## config.mk

```make
export PLATFORM = sky130hd
export DESIGN_NAME = cellnet_rx_port
export DESIGN_NICKNAME = d
export VERILOG_FILES = /design/src/rtl/cellnet_rx_port.sv
export SDC_FILE = /design/constraint.sdc
export NUM_CORES = 1
export LEC_CHECK = 0
export ABC_AREA = 1
export CAP_MARGIN = 20
export CELL_PAD_IN_SITES_DETAIL_PLACEMENT = 0
export CELL_PAD_IN_SITES_GLOBAL_PLACEMENT = 1
export CORE_MARGIN = 2
export CORE_UTILIZATION = 43
export DETAILED_ROUTE_END_ITERATION = 12
export GPL_ROUTABILITY_DRIVEN = 0
export PLACE_DENSITY = 0.88
export SETUP_SLACK_MARGIN = 0.4
export SLEW_MARGIN = 20
export SYNTH_ARGS = -nofsm -noshare
export SYNTH_HDL_FRONTEND = slang
export SYNTH_SLANG_ARGS = --single-unit
```

## constraint.sdc

```tcl
create_clock -name i_clk -period 2.8 [get_ports i_clk]
set_clock_uncertainty 0.15 [all_clocks]
set_input_delay 0.7 -clock i_clk [delete_from_list [all_inputs] [get_ports i_clk]]
set_output_delay 0.7 -clock i_clk [all_outputs]
set_load 0.05 [all_outputs]
```

## src/rtl/cellnet_rx_port.sv

```systemverilog
// cellnet_rx_port: two-phase req/ack receiver with address filter, sequence check and output FIFO.
// Latency: ack toggles 4 edges after the request is first sampled; data visible on o_dat after the push edge.
// Backpressure: a full FIFO withholds the ack; the consumer pops with o_valid & i_ready.
module cellnet_rx_port #(
  parameter int DATA_SIZE  = 4,
  parameter int ADDR_SIZE  = 4,
  parameter int MY_ADDR    = 0,
  parameter int FIFO_DEPTH = 4
) (
  input  logic                          i_clk,
  input  logic                          i_rst_n,
  input  logic                          i_req,
  input  logic [ADDR_SIZE-1:0]          i_addr,
  input  logic [DATA_SIZE-1:0]          i_dat,
  output logic                          o_ack,
  output logic                          o_valid,
  input  logic                          i_ready,
  output logic [DATA_SIZE-1:0]          o_dat,
  output logic [$clog2(FIFO_DEPTH):0]   o_count,
  output logic                          o_err,
  output logic                          o_drop
);

  localparam int AW = $clog2(FIFO_DEPTH);
  localparam int CW = AW + 1;
  localparam logic [CW-1:0]        PTR_ONE = {{(CW-1){1'b0}}, 1'b1};
  localparam logic [DATA_SIZE-1:0] DAT_ONE = {{(DATA_SIZE-1){1'b0}}, 1'b1};
  localparam logic [ADDR_SIZE-1:0] ADDR_ME = ADDR_SIZE'(MY_ADDR);

  typedef enum logic [1:0] {
    IDLE    = 2'd0,
    CAPTURE = 2'd1,
    ACK     = 2'd2
  } state_t;

  state_t               state_q;
  logic                 sync1_q;
  logic                 req_s_q;
  logic                 ack_q;
  logic [ADDR_SIZE-1:0] addr_q;
  logic [DATA_SIZE-1:0] dat_q;
  logic [DATA_SIZE-1:0] last_q;
  logic                 first_q;
  logic                 err_q;
  logic                 drop_q;

  logic [DATA_SIZE-1:0] mem_q [FIFO_DEPTH];
  logic [CW-1:0]        wr_q;
  logic [CW-1:0]        rd_q;
  logic [CW-1:0]        wr_ptr_d;
  logic [CW-1:0]        rd_ptr_d;
  logic [DATA_SIZE-1:0] head_q;
  logic [DATA_SIZE-1:0] head_d;

  logic                 pending;
  logic                 full;
  logic                 addr_match;
  logic                 push;
  logic                 pop;
  logic [CW-1:0]        count;
  logic [DATA_SIZE-1:0] exp_dat;

  assign count      = wr_q - rd_q;
  // Occupancy equals FIFO_DEPTH exactly when the pointer difference reaches its MSB.
  assign full       = count[CW-1];
  assign pending    = req_s_q ^ ack_q;
  assign addr_match = (addr_q == ADDR_ME);
  assign push       = (state_q == CAPTURE) && addr_match;
  assign pop        = (wr_q != rd_q) && i_ready;
  assign exp_dat    = last_q + DAT_ONE;

  // Two-flop synchronizer for the foreign-domain request toggle.
  always_ff @(posedge i_clk or negedge i_rst_n) begin
    if (!i_rst_n) begin
      sync1_q <= 1'b0;
      req_s_q <= 1'b0;
    end else begin
      sync1_q <= i_req;
      req_s_q <= sync1_q;
    end
  end

  // Handshake FSM: capture the message, filter/check it, then return the ack toggle.
  always_ff @(posedge i_clk or negedge i_rst_n) begin
    if (!i_rst_n) begin
      state_q <= IDLE;
      ack_q   <= 1'b0;
      addr_q  <= '0;
      dat_q   <= '0;
      last_q  <= '0;
      first_q <= 1'b1;
      err_q   <= 1'b0;
      drop_q  <= 1'b0;
    end else begin
      drop_q <= 1'b0;
      case (state_q)
        IDLE: begin
          // addr/dat are safe to sample: the source holds them while the toggle is outstanding.
          if (pending && !full) begin
            addr_q  <= i_addr;
            dat_q   <= i_dat;
            state_q <= CAPTURE;
          end
        end
        CAPTURE: begin
          if (addr_match) begin
            if (!first_q && (dat_q != exp_dat)) begin
              err_q <= 1'b1;
            end
            last_q  <= dat_q;
            first_q <= 1'b0;
          end else begin
            err_q  <= 1'b1;
            drop_q <= 1'b1;
          end
          state_q <= ACK;
        end
        ACK: begin
          ack_q   <= ~ack_q;
          state_q <= IDLE;
        end
        default: state_q <= IDLE;
      endcase
    end
  end

  // Next pointers and next registered head; a push into a FIFO that is empty after this
  // cycle's pop becomes the head directly, bypassing the memory.
  always_comb begin
    wr_ptr_d = wr_q;
    rd_ptr_d = rd_q;
    head_d   = head_q;
    if (push) wr_ptr_d = wr_q + PTR_ONE;
    if (pop)  rd_ptr_d = rd_q + PTR_ONE;
    if (push && (wr_q == rd_ptr_d)) begin
      head_d = dat_q;
    end else if (push || pop) begin
      head_d = mem_q[rd_ptr_d[AW-1:0]];
    end
  end

  // FIFO storage; no reset needed since entries are only read once written.
  always_ff @(posedge i_clk) begin
    if (push) mem_q[wr_q[AW-1:0]] <= dat_q;
  end

  // FIFO pointers and registered head.
  always_ff @(posedge i_clk or negedge i_rst_n) begin
    if (!i_rst_n) begin
      wr_q   <= '0;
      rd_q   <= '0;
      head_q <= '0;
    end else begin
      wr_q   <= wr_ptr_d;
      rd_q   <= rd_ptr_d;
      head_q <= head_d;
    end
  end

  assign o_ack   = ack_q;
  assign o_valid = (wr_q != rd_q);
  assign o_dat   = head_q;
  assign o_count = count;
  assign o_err   = err_q;
  assign o_drop  = drop_q;

endmodule

```

# Word-level counts from Yosys, hierarchy flattened
# Memory sizes are Yosys's and may differ from the RTL's.
# Index checks and enable logic that the tools add are counted.
[classes]
n_addsub = 4
n_eq_ne = 7
muxes = 11
bitwise = 2
reduce_logical = 14
[ops]
columns = ["op", "n"]
rows = [
  ["2-to-1 mux 4 bit", 2],
  ["adder 3 x 1 -> 3 bit (second input constant)", 2],
  ["2-to-1 mux 1 bit", 6],
  ["AND reduction 2 bit", 3],
  ["logical AND 1 bit", 5],
  ["adder 4 x 1 -> 4 bit (second input constant)", 1],
  ["logical NOT 4 bit", 1],
  ["!= test 4 bit", 1],
  ["case mux 2 bit (2 select lines)", 1],
  ["equality test 3 bit", 1],
  ["2-to-1 mux 3 bit", 1],
  ["!= test 3 bit", 1],
  ["subtractor 3 bit", 1],
  ["equality test 2 x 1 -> 1 bit (second input constant)", 1],
  ["equality test 2 bit (second input constant)", 1],
  ["logical NOT 1 bit", 2],
  ["logical NOT 2 bit", 1],
  ["2-to-1 mux 2 bit", 1],
  ["!= test 2 x 1 -> 1 bit (second input constant)", 1],
  ["!= test 2 bit (second input constant)", 1],
  ["nonzero test 2 bit", 1],
  ["logical OR 1 bit", 1],
  ["inverter 1 bit", 1],
  ["XOR 1 bit", 1],
]
[totals]
regBits = 30
ramBits = 16
in_bits = 12
output_inout_bits = 11
elab_cells = 52
mem_count = 1
[memory_table]
columns = ["memory", "depth", "width", "rd", "rd_ports_with_merged_regs", "write_ports", "line", "text"]
rows = [
  ["mem_q", 4, 4, 1, 0, 1, "47", "logic [DATA_SIZE-1:0] mem_q [FIFO_DEPTH];"],
]

# Logic depth before layout (Yosys ltp)
[logic_depth]
word_depth = 6
depth_mapped = 14
depth_no_buf = 14

# Worst setup path after synthesis
# OpenSTA, ideal clock, no wires.
[synth_timing]
path_type = "register to output"
from = "register wr_q[0]"
to = "output port o_count[2]"
arrival_time_ns = 1.446
required_time_ns = 1.950
setup_slack_ns = 0.504
path_stages_with_launch = 6
path_buffers = 0
cell_sequence = "dfrtp_1 -> inv_1 -> ha_1 -> fa_1 -> xnor2_2 -> inv_2"
[synth_via]
elab_chain_cells = 1
[synth_rtl]
columns = ["item", "line", "text"]
rows = [
  ["start, declared", "48", "logic [CW-1:0] wr_q;"],
  ["start signal, assigned", "154", "wr_q <= wr_ptr_d;"],
  ["subtractor 3 bit", "63", "assign count = wr_q - rd_q;"],
  ["end, declared", "19", "output logic [$clog2(FIFO_DEPTH):0] o_count,"],
]
# Every way passes these cells.

# Worst setup path in the final report
# Same ends and word-level chain as after synthesis.

==> impl_metrics.tcl <==
set metrics [dict create \
    grt_max_degree 31 \
    tightest_slew_ns 0.523 \
    grt_usage 0.164 \
    clk_pin_slew_ns 0.09 \
    reg2regPathDepth 14 \
    relSlewSlack 0.651 \
    clock_path_buffers 2 \
    htreeDepth 2 \
    synth_edf_count 16 \
    max_stage_delay_ns 0.38 \
    cp-end-kind "primary output" \
    status "finished, final reports clean" \
    drive_gt1_frac 0.178 \
    maxCapViolCount 0 \
    critPathLaunchType "flip-flop" \
    crit_arrival_ns 1.63 \
    syn_nets 244 \
    yosys-top-cells-count "56 x nand2_1, 31 x inv_1, 29 x dfrtp_1" \
    synth.most_common_cell "nand2_1" \
    antenna_found_initial 0 \
    initial_core_util 0.455 \
    wl_mm 4.15 \
    fp-row-count 25 \
    fin_crit_ns 2.48 \
    clock-sinks 46 \
    worstSetupStartpoint "wr_q[0]" \
    slowest_stage "dfrtp_1" \
    setup_viol 0 \
    r2r_start "rd_q[1]" \
    port_buffers 22 \
    min_path_type "reg -> reg" \
    drtIter0Drc 126 \
    drt_pass1_iterations 4 \
    synthFlopType "dfrtp_1" \
    cts_buffers 5 \
    dieArea_sq_um 5680 \
    fillCellCount 451 \
    yosysWarnings 0 \
    diodes 0 \
    root_buffer "clkbuf_8" \
    detail-route-antenna-nets 0 \
    required_ns 1.95 \
    yosysSeqAreaShare 0.563 \
    die_h_um 75.4 \
    avgSynthCellArea_sq_um 9.82 \
    max_freq_mhz 403 \
    synth-seq-cells 46 \
    synth_top_cell_by_area "dfrtp_1" \
    final_util 0.561 \
    cpMostUsedCell "inv_2" \
    synth_cell_types 25 \
    grt-ovfl-total 0 \
    ios 23 \
    syn_area_sq_um 2190 \
    wire_per_inst_um 12.7 \
    finalCritPeriodShare 0.887 \
    worstSetupPathType "reg -> out" \
    nNetsFinal 279 \
    path_cells "inv_2 -> ha_4 -> fa_2 -> xnor2_2 -> inv_2 -> buf_12" \
    rsz0062_at_grt "true" \
    reg2reg_to "o_dat[3]" \
    area_growth_pct 23.3 \
    hold_viol 0 \
    synth.top_cell.area_share 0.331 \
    worstPathMaxFanout 2 \
    die_w_um 75.4 \
    async_reset_ff_frac 0.652 \
    tritoncts "built" \
    first_global_vias 1482 \
    endpoint "o_count[2]" \
    setup_tns_ns 0 \
    syn_inst 223 \
    viasPerCell 4.71 \
    dpl.hpwl_mm 2.86 \
    clock_latency_ns 0.30 \
    core_sq_um 4820 \
    slew_violations 0 \
    hold_buffers 0 \
    vias 1537 \
    synth_area_leaders "dfrtp_1 33%, edfxtp_1 22%, nand2_1 9.6%" \
    drcViolationCount 0 \
    grt_pass1_wl_mm 6.88 \
    r2r_slack_ns 0.63 \
]
[through the flow]
stage	instance area (sq um)	setup slack, ns	hold WS [ns]	cells
floorplan	2190	0.504	0.181	223
global placement	2520	0.365	0.183	312
detailed placement	2520	0.323	0.190	312
CTS	2680	0.303	0.210	324
global route	2700	0.269	0.224	326
finish	2700	0.317	0.206	326
[per-layer routing]
metal	wire (um)	up-vias	track usage
met5	0	-	0
met4	43	0	0.0585
met3	146	4	0.0423
met2	2120	27	0.271
met1	1830	729	0.211
li1	-	777	-
[worst min-delay path by stage]
stage / startpoint / endpoint / cells after the start
detailed placement: sync1_q / req_s_q / 0
global placement: sync1_q / req_s_q / 0
global route: sync1_q / req_s_q / 0
CTS: sync1_q / req_s_q / 0
floorplan: sync1_q / req_s_q / 0
finish: sync1_q / req_s_q / 0
[sequential cells by signal (all words and copies together) (netlist names)]
register / count
mem_q: 16
addr_q: 4
dat_q: 4
last_q: 4
o_dat: 4
rd_q: 3
wr_q: 3
state_q: 2
first_q: 1
o_ack: 1
o_drop: 1
o_err: 1
req_s_q: 1
sync1_q: 1
[final cells by class]
type,count,area (sq um),area share
Inverter,32,123,0.0454
Clock inverter,2,37.5,0.0139
Tap cell,67,83.8,0.0310
Sequential cell,46,1230,0.457
Timing Repair Buffer,30,310,0.115
Clock buffer,6,72.6,0.0269
Multi-Input combinational cell,143,841,0.311
[placed cells by master (no fill, tap or decap), types with 3 or more instances in the layout]
cell type	n
nand2_1	56
dfrtp_1	28
nand3_1	27
inv_1	26
clkdlybuf4s50_1	17
edfxtp_1	16
o21ai_0	12
buf_4	9
nor2_1	8
nand2_2	7
ha_1	7
xor2_1	6
inv_2	5
xnor2_1	5
clkbuf_8	5
nor2_2	4
buf_12	3
[critical path, delay by kind of cell (launching register included)]
family / cells / cell delay (ns)
XOR/XNOR: 1 / 0.14
buffers and inverters: 3 / 0.31
flip-flops: 1 / 0.38
adder cells (fa/ha/maj): 2 / 0.50
[repair_timing]
action,4_1_cts,5_1_grt
resized for setup,6,6
pin swaps,2,2
setup endpoints to repair,3,9
setup buffers,4,2
[kinds of logic after synthesis]
family | synth area share
compound gates | 0.0348
xor+xnor | 0.0514
fa+ha+maj | 0.0548
buf+inv | 0.0617
flops | 0.563
simple gates | 0.235
Power is left out: the tool's default activity adds up to more than one toggle a clock period on the data nets, which glitch-free logic cannot reach.
